$ cat config.mk
export PLATFORM = sky130hd
export DESIGN_NAME = fft_bitrev_reorder
export DESIGN_NICKNAME = d
export VERILOG_FILES = /design/src/rtl/fft_pkg.sv /design/src/rtl/reorder_bank.sv /design/src/rtl/fft_bitrev_reorder.sv
export SDC_FILE = /design/constraint.sdc
export NUM_CORES = 1
export LEC_CHECK = 0
export ABC_AREA = 1
export ABC_CLOCK_PERIOD_IN_PS = 1800
export CORE_ASPECT_RATIO = 0.7
export CORE_UTILIZATION = 50
export CTS_CLUSTER_SIZE = 30
export DETAILED_ROUTE_END_ITERATION = 8
export GPL_TIMING_DRIVEN = 1
export PLACE_DENSITY = 0.67
export SYNTH_ARGS = -nofsm -noshare
export SYNTH_HDL_FRONTEND = slang
export SYNTH_SLANG_ARGS = --single-unit
$ cat constraint.sdc
create_clock -name clk -period 1.8 [get_ports clk]
set_input_delay 0.27 -clock clk [delete_from_list [all_inputs] [get_ports clk]]
set_output_delay 0.27 -clock clk [all_outputs]
set_load 0.005 [all_outputs]
$ cat src/rtl/fft_pkg.sv
// Shared constants, read-FSM encoding and index bit reversal for the
// 8-point FFT output reorder stage.
package fft_pkg;

  localparam int unsigned DATA_W = 4;
  localparam int unsigned N      = 8;
  localparam int unsigned LOG2N  = 3;

  typedef enum logic {
    IDLE = 1'b0,
    READ = 1'b1
  } rd_state_e;

  function automatic logic [LOG2N-1:0] bitrev(input logic [LOG2N-1:0] idx);
    logic [LOG2N-1:0] r;
    r = '0;
    for (int unsigned i = 0; i < LOG2N; i++) begin
      r[i] = idx[LOG2N-1-i];
    end
    return r;
  endfunction

endpackage

$ cat src/rtl/reorder_bank.sv
// N x DATA_W register file: one synchronous write port, one combinational read port.
module reorder_bank
  import fft_pkg::*;
(
  input  logic              clk,
  input  logic              we,
  input  logic [LOG2N-1:0]  waddr,
  input  logic [DATA_W-1:0] wdata,
  input  logic [LOG2N-1:0]  raddr,
  output logic [DATA_W-1:0] rdata_c
);

  logic [DATA_W-1:0] mem [N];

  // Contents are deliberately not reset; the full flags guard stale data.
  always_ff @(posedge clk) begin
    if (we) begin
      mem[waddr] <= wdata;
    end
  end

  assign rdata_c = mem[raddr];

endmodule

$ cat src/rtl/fft_bitrev_reorder.sv
// Ping-pong buffer that turns bit-reversed FFT output frames into natural order,
// sustaining one sample per cycle.
module fft_bitrev_reorder
  import fft_pkg::*;
(
  input  logic              clk,
  input  logic              clear,
  input  logic              in_valid,
  input  logic [DATA_W-1:0] in_data,
  input  logic              in_sync,
  output logic              out_valid,
  output logic [DATA_W-1:0] out_data,
  output logic              out_last
);

  localparam logic [LOG2N-1:0] LAST_IDX = LOG2N'(N - 1);

  rd_state_e         state, state_nxt;
  logic [LOG2N-1:0]  wr_idx, wr_idx_nxt;
  logic [LOG2N-1:0]  rd_idx, rd_idx_nxt;
  logic              wr_bank, wr_bank_nxt;
  logic              rd_bank, rd_bank_nxt;
  logic [1:0]        full, full_nxt;
  logic              out_valid_nxt, out_last_nxt;
  logic [DATA_W-1:0] out_data_nxt;

  logic              rd_en_c;
  logic [LOG2N-1:0]  wr_addr_c;
  logic [DATA_W-1:0] rdata0_c, rdata1_c, rd_data_c;
  logic              we0_c, we1_c;

  assign we0_c     = clear && in_valid && !wr_bank;
  assign we1_c     = clear && in_valid &&  wr_bank;
  assign rd_data_c = rd_bank ? rdata1_c : rdata0_c;

  reorder_bank u_bank0 (
    .clk     (clk),
    .we      (we0_c),
    .waddr   (wr_addr_c),
    .wdata   (in_data),
    .raddr   (rd_idx),
    .rdata_c (rdata0_c)
  );

  reorder_bank u_bank1 (
    .clk     (clk),
    .we      (we1_c),
    .waddr   (wr_addr_c),
    .wdata   (in_data),
    .raddr   (rd_idx),
    .rdata_c (rdata1_c)
  );

  always_ff @(posedge clk) begin
    if (!clear) begin
      state     <= IDLE;
      wr_idx    <= '0;
      wr_bank   <= 1'b0;
      rd_idx    <= '0;
      rd_bank   <= 1'b0;
      full      <= '0;
      out_valid <= 1'b0;
      out_data  <= '0;
      out_last  <= 1'b0;
    end else begin
      state     <= state_nxt;
      wr_idx    <= wr_idx_nxt;
      wr_bank   <= wr_bank_nxt;
      rd_idx    <= rd_idx_nxt;
      rd_bank   <= rd_bank_nxt;
      full      <= full_nxt;
      out_valid <= out_valid_nxt;
      out_data  <= out_data_nxt;
      out_last  <= out_last_nxt;
    end
  end

  always_comb begin
    state_nxt     = state;
    wr_idx_nxt    = wr_idx;
    wr_bank_nxt   = wr_bank;
    rd_idx_nxt    = rd_idx;
    rd_bank_nxt   = rd_bank;
    full_nxt      = full;
    out_valid_nxt = 1'b0;
    out_data_nxt  = out_data;
    out_last_nxt  = 1'b0;
    wr_addr_c     = bitrev(wr_idx);

    // IDLE issues the first beat on the same edge it sees a full bank, so
    // natural index 0 appears one edge after the frame completes.
    rd_en_c = (state == READ) || full[rd_bank];

    if (rd_en_c) begin
      out_valid_nxt = 1'b1;
      out_data_nxt  = rd_data_c;
      out_last_nxt  = (rd_idx == LAST_IDX);
      if (rd_idx == LAST_IDX) begin
        full_nxt[rd_bank] = 1'b0;
        rd_bank_nxt       = ~rd_bank;
        rd_idx_nxt        = '0;
        state_nxt         = full[~rd_bank] ? READ : IDLE;
      end else begin
        rd_idx_nxt = rd_idx + LOG2N'(1);
        state_nxt  = READ;
      end
    end

    // Writer runs after the reader so both flag updates land on the same edge.
    if (in_valid) begin
      if (in_sync) begin
        wr_addr_c  = '0;
        wr_idx_nxt = LOG2N'(1);
      end else if (wr_idx == LAST_IDX) begin
        full_nxt[wr_bank] = 1'b1;
        wr_bank_nxt       = ~wr_bank;
        wr_idx_nxt        = '0;
      end else begin
        wr_idx_nxt = wr_idx + LOG2N'(1);
      end
    end
  end

endmodule
== After elaboration in Yosys (flattened, before gate mapping) ==
Memory sizes are Yosys's and may differ from the RTL's. A register that Yosys moved wholly into a read port is not among the register bits.
Cells that the tools add are included.
W data, S select, Z words.

* Flip-flop bits (word level): 17
* Bits in writable memories: 64
* Bits of input ports: 8
* Output and inout port bits: 6
* Word-level logic and storage cells: 66
* Memories: 2

* $add $sub $neg: 2
* Order comparisons: 5
* Eq/ne operators: 2
* Multiplexer cells: 30
* Bitwise logic cells: 6
* Reduce and logical (&&, ||, !) cells: 10

{| class="wikitable"
|+ Memories
! name !! words !! width !! rd ports !! clocked after memory_dff !! write ports !! line !! text
|-
| u_bank0.mem || 8 || 4 || 1 || 1 || 1 || reorder_bank.sv:13 || <nowiki>logic [DATA_W-1:0] mem [N];</nowiki>
|-
| u_bank1.mem || 8 || 4 || 1 || 1 || 1 || reorder_bank.sv:13 ||
|}

{| class="wikitable"
|+ Operator list
! operator !! number
|-
| $mux W3 || 9
|-
| $mux W1 || 13
|-
| $mux W2 || 5
|-
| $add A3 B1 Y3 const B || 2
|-
| $eq A3 B3 Y1 const B || 2
|-
| $lt A1 B2 Y1 const B || 3
|-
| $logic_and A1 B1 Y1 || 5
|-
| $mux W4 || 1
|-
| $reduce_and A2 Y1 || 2
|-
| $not A1 Y1 || 3
|-
| $reduce_and A3 Y1 || 1
|-
| $and A2 B2 Y2 || 1
|-
| $demux W1 S1 || 2
|-
| $ge A1 B1 Y1 const B || 2
|-
| $not A2 Y2 || 1
|-
| $or A2 B2 Y2 || 1
|-
| $logic_not A1 Y1 || 1
|-
| $logic_or A1 B1 Y1 || 1
|}

== Logic depth before layout (Yosys ltp) ==
Gate-level depths: netlist of run 1.

* Depth after elaboration: 12
* Depth in mapped cells: 11
* Mapped depth without buffers: 9

== Cells and area by module ==
Synthesis of run 1 repeated with hierarchy kept, for this count alone.

* Cell total of the unflattened synthesis: 433
* Area total of the unflattened synthesis: 3,819.9 um^2

{| class="wikitable"
|+ By module, submodules not included
! module !! instances !! cells each !! area each (um^2) !! sequential area each (um^2)
|-
| reorder_bank || 2 || 156 || 1,487.7 || 960.9
|-
| fft_bitrev_reorder || 1 || 121 || 844.6 || 340.3
|}

== Worst setup path before layout of run 1 ==
OpenSTA, ideal clock, no wires.

* Path kind: register -> register
* Start point: register wr_idx[0]
* End point: memory u_bank0.mem[4][0], enable pin
* Library setup time: 0.329 ns
* Data arrival time: 0.949 ns
* Required time: 1.471 ns
* Setup slack: 0.521 ns
* Cell stages (with the launch flop): 5
* Path buffers: 0
* Clock period less this slack: 1.279 ns
* Path through: dfxtp_1 -> inv_1 -> nor3_1 -> nand2_1 -> nor2_1

* Word-level cells in the longest chain between the ends: 2

{| class="wikitable"
|+ RTL lines
! item !! line !! text
|-
| from (decl) || fft_bitrev_reorder.sv:19 || <nowiki>logic [LOG2N-1:0] wr_idx, wr_idx_nxt;</nowiki>
|-
| from (signal assigned) || fft_bitrev_reorder.sv:67 || <nowiki>wr_idx <= wr_idx_nxt;</nowiki>
|-
| $mux W3 || fft_bitrev_reorder.sv:111 || <nowiki>if (in_sync) begin</nowiki>
|-
| $mux W3 (*) || fft_bitrev_reorder.sv:110 || <nowiki>if (in_valid) begin</nowiki>
|-
| to (decl) || reorder_bank.sv:13 ||
|}

Mark *: on every way between the ends. The rest lies on a longest branch, timed or not.

== Worst setup path in the final report of run 1 ==
* Start point: register rd_bank
* End point: register out_data[2]

* Word-level cells in the longest chain between the ends: 3
* Elaborated cells on any way between the ends: 4
* Those cells by class: mux: 3; reduce/logical: 1

{| class="wikitable"
|+ RTL lines
! item !! line !! text
|-
| from (decl) || fft_bitrev_reorder.sv:22 || <nowiki>logic rd_bank, rd_bank_nxt;</nowiki>
|-
| from (signal assigned) || fft_bitrev_reorder.sv:70 || <nowiki>rd_bank <= rd_bank_nxt;</nowiki>
|-
| $mux W1 (not written as such) (2 in a row) || fft_bitrev_reorder.sv:92 || <nowiki>rd_en_c = (state == READ) || full[rd_bank];</nowiki>
|-
| $logic_or A1 B1 Y1 || fft_bitrev_reorder.sv:92 ||
|-
| to (signal assigned) || fft_bitrev_reorder.sv:73 || <nowiki>out_data <= out_data_nxt;</nowiki>
|-
| to (decl) || fft_bitrev_reorder.sv:12 || <nowiki>output logic [DATA_W-1:0] out_data,</nowiki>
|}

Parallel ways exist; a longest one is shown, timed or not. The select of a mux whose other input is x is not followed.
A chain may end at the register's enable or synchronous reset.

==> results.sh, run 1 <==
export IMPL_antenna_found_initial=0
export IMPL_fin_util_pct=59.7
export IMPL_p_comb_share_pct=2.9
export IMPL_grt_max_degree=33
export IMPL_drc=0
export IMPL_first_pass_iters=4
export IMPL_cts_made_buffers=9
export IMPL_fin_crit_sh_pct=85.0
export IMPL_synth_cells=375
export IMPL_avgSynthCellArea_sq_um=9.73
export IMPL_netSwitchingPower_mw=0.767
export IMPL_post_cts_resized=0
export IMPL_endpoint="out_data[2]"
export IMPL_clk_latency_ps=360
export IMPL_grt_pass1_vias=2280
export IMPL_hpwl_microns=5130
export IMPL_synth_seq_cells=84
export IMPL_startpoint="rd_bank"
export IMPL_cts_root_buf="clkbuf_8"
export IMPL_die_w_microns=104
export IMPL_r2r_start="rd_bank"
export IMPL_fin_crit_ps=1530
export IMPL_finalSetupViolCount=0
export IMPL_cp_data_required_time_ps=2070
export IMPL_synth_top_cell_area_share_pct=52.7
export IMPL_reg2reg_to="out_data[2]"
export IMPL_core_sq_mm=0.00691
export IMPL_io_buffers=13
export IMPL_wl_per_cell_microns=14.6
export IMPL_path_max_fanout=10
export IMPL_nets=419
export IMPL_place_ws_ps=-83.6
export IMPL_setup_slack_ps=270
export IMPL_antenna_left=0
export IMPL_grt_pass1_wl_microns=11800
export IMPL_grt_ovfl_total=0
export IMPL_switching_share_pct=22.3
export IMPL_cp_arrival_ps=1800
export IMPL_yosys_top_cells_area="edfxtp_1, nand2_1, dfxtp_1"
export IMPL_area_delta_synth_final_pct=13.1
export IMPL_die_area_sq_mm=0.00765
export IMPL_worst_slew_margin_rel_pct=72.0
export IMPL_track_usage_pct=21.1
export IMPL_tritoncts="built"
export IMPL_max_vdd_ir_drop_uv=506
export IMPL_drive_gt1_share_pct=10.9
export IMPL_vias=2522
export IMPL_worstHoldStart="wr_bank"
export IMPL_cts_sinks=84
export IMPL_hold_class="flop to flop"
export IMPL_gp_congestion=0.893
export IMPL_cts_clk_slew_worst_paths_ps=90
export IMPL_syn_area_sq_mm=0.00365
export IMPL_cp_end_kind="flop"
export IMPL_htree_levels=3
export IMPL_postCtsSetupBuffers=0
export IMPL_fin_skew_ps=11.2
export IMPL_synth_top_area_cell="edfxtp_1"
export IMPL_syn_num_nets=387
export IMPL_path_class="flop to flop"
export IMPL_die_height_microns=73.5
export IMPL_worst_pin_slew_ps=420
export IMPL_max_freq_ghz=0.653
export IMPL_clockPowerShare_pct=36.3
export IMPL_rsz0062_at_grt="false"
export IMPL_leakage_nw=1.77
export IMPL_io_pin_count=14
export IMPL_outcome="completed"
export IMPL_powerDensity_mw_per_mm2=835
export IMPL_start_util_pct=52.8
export IMPL_maxCapViolCount=0
export IMPL_startpoint_type="flop"
export IMPL_r2r_cells=7
export IMPL_seq_area_frac_synth_pct=63.7
export IMPL_rows=25
export IMPL_hold_buffers=0
export IMPL_p_int_mw=2.68
export IMPL_finalHoldViolations=0
export IMPL_rrSetupSlack_ps=270
export IMPL_vias_per_cell=4.98
export IMPL_antenna_cells=0
export IMPL_slew_viol_final=0
export IMPL_drt_iter0_markers=139
export IMPL_yosysUniqueCellTypes=23
export IMPL_power_frac_seq_pct=60.8
export IMPL_yosys_warnings=0
export IMPL_clock_path_buffers=2
export IMPL_routed_wl_microns=7370
[final cells by class]
class	instances	area [sq um]
fill	608	2790
timing repair buffer	34	288
tap	94	118
clock inverter	6	45.0
sequential	84	2320
clock buffer	10	138
inverter	56	215
multi-input combinational	222	1000
[flip-flops by register name (all words and copies together), names as in the netlist, named ones only]
signal and count:
out_data 4, out_last 1, rd_idx 3, out_valid 1, state 1, u_bank1.mem 32, u_bank0.mem 32, wr_idx 3
full 2, rd_bank 1, wr_bank 1
[power groups by stage]
stage	clock [mW]	combinational (mW)	sequential (mW)
finish	1.25	0.101	2.09
CTS	1.28	0.102	2.09
detailed placement	0	0.102	2.14
floorplan	0	0.0358	2.14
global route	1.35	0.111	2.10
global placement	0	0.101	2.14
[critical path: stages, from the launching register on]
cell,delay (ps)
dfxtp_1,590
inv_2,180
a21oi_4,290
inv_4,110
o21ai_1,140
inv_1,50
nand2_1,60
inv_1,40
[stage by stage]
step / total power, mW / hold WS (ps) / std cells / cell area (sq um) / setup TNS (ps)
2_1_floorplan: 2.17 / 369 / 375 / 3650 / 0
3_3_place_gp: 2.24 / 482 / 490 / 3940 / -608
3_5_place_dp: 2.24 / 493 / 490 / 3940 / -648
4_1_cts: 3.47 / 505 / 506 / 4130 / 0
5_1_grt: 3.56 / 521 / 506 / 4130 / 0
6_report: 3.44 / 509 / 506 / 4130 / 0
[routing by layer]
layer	track usage, %	vias up	part of all wire, %	wire length (microns)
met2	32.1	71	46	3370
met3	5.86	2	5.3	392
met1	29.6	1171	49	3590
met5	0	-	0	0
li1	-	1278	-	-
met4	6.51	0	0.26	19
[how the worst min path moves through the flow]
stage	depth (start not counted)	slack, ps	to
after floorplan	0	370	u_bank0.mem[0][0]
after global placement	2	480	rd_idx[2]
after CTS	2	500	wr_bank
after global routing	1	520	u_bank0.mem[1][1]
after detailed placement	2	490	wr_bank
final	2	510	wr_bank
[cell families after synthesis]
kind of cell / Yosys count / synth area share, %
AOI/OAI and AO/OA: 16 / 2.74
adders and majority gates: 4 / 1.37
DFF: 84 / 63.7
and+or+nand+nor: 202 / 23.3
buffers and inverters: 69 / 8.89
[cell usage after synthesis]
master	n
a21oi_1	6
a21oi_4	1
a31oi_1	1
buf_2	3
buf_4	5
buf_6	5
dfxtp_1	20
edfxtp_1	64
ha_1	4
inv_1	52
inv_2	2
inv_4	2
nand2_1	123
nand2_4	2
nand3_1	51
nand4_1	1
nor2_1	21
nor2_4	1
nor3_1	3
o211a_1	1
o21ai_0	2
o21ai_1	4
o31ai_1	1
[placed cells by master, fill, tap and decap left out, types with 2 or more instances in the layout]
master	n
inv_1	52
inv_6	2
nor3_1	3
a21oi_1	6
nor2_1	21
dfxtp_1	20
inv_2	2
o21ai_0	2
inv_4	3
nand2_1	123
nand3_1	51
clkdlybuf4s50_1	13
clkbuf_8	10
edfxtp_1	64
nand2_4	2
buf_4	21
ha_1	4
o21ai_1	4
(Power assumes the default switching activity.)
==> inputs of run 2 (changes only) <==
--- a/config.mk
+++ b/config.mk
@@ -13,6 +13,7 @@
 export DETAILED_ROUTE_END_ITERATION = 8
 export GPL_TIMING_DRIVEN = 1
 export PLACE_DENSITY = 0.67
+export SLEW_MARGIN = 5
 export SYNTH_ARGS = -nofsm -noshare
 export SYNTH_HDL_FRONTEND = slang
 export SYNTH_SLANG_ARGS = --single-unit
==> results of run 2 <==
No change in the layout: final DEF, timing and power equal those of run 1.
==> inputs of run 3 (changes only) <==
--- a/config.mk
+++ b/config.mk
@@ -17,3 +17,4 @@
 export SYNTH_ARGS = -nofsm -noshare
 export SYNTH_HDL_FRONTEND = slang
 export SYNTH_SLANG_ARGS = --single-unit
+export TNS_END_PERCENT = 10
==> results of run 3 <==
No change in the layout: final DEF, timing and power equal those of run 1.
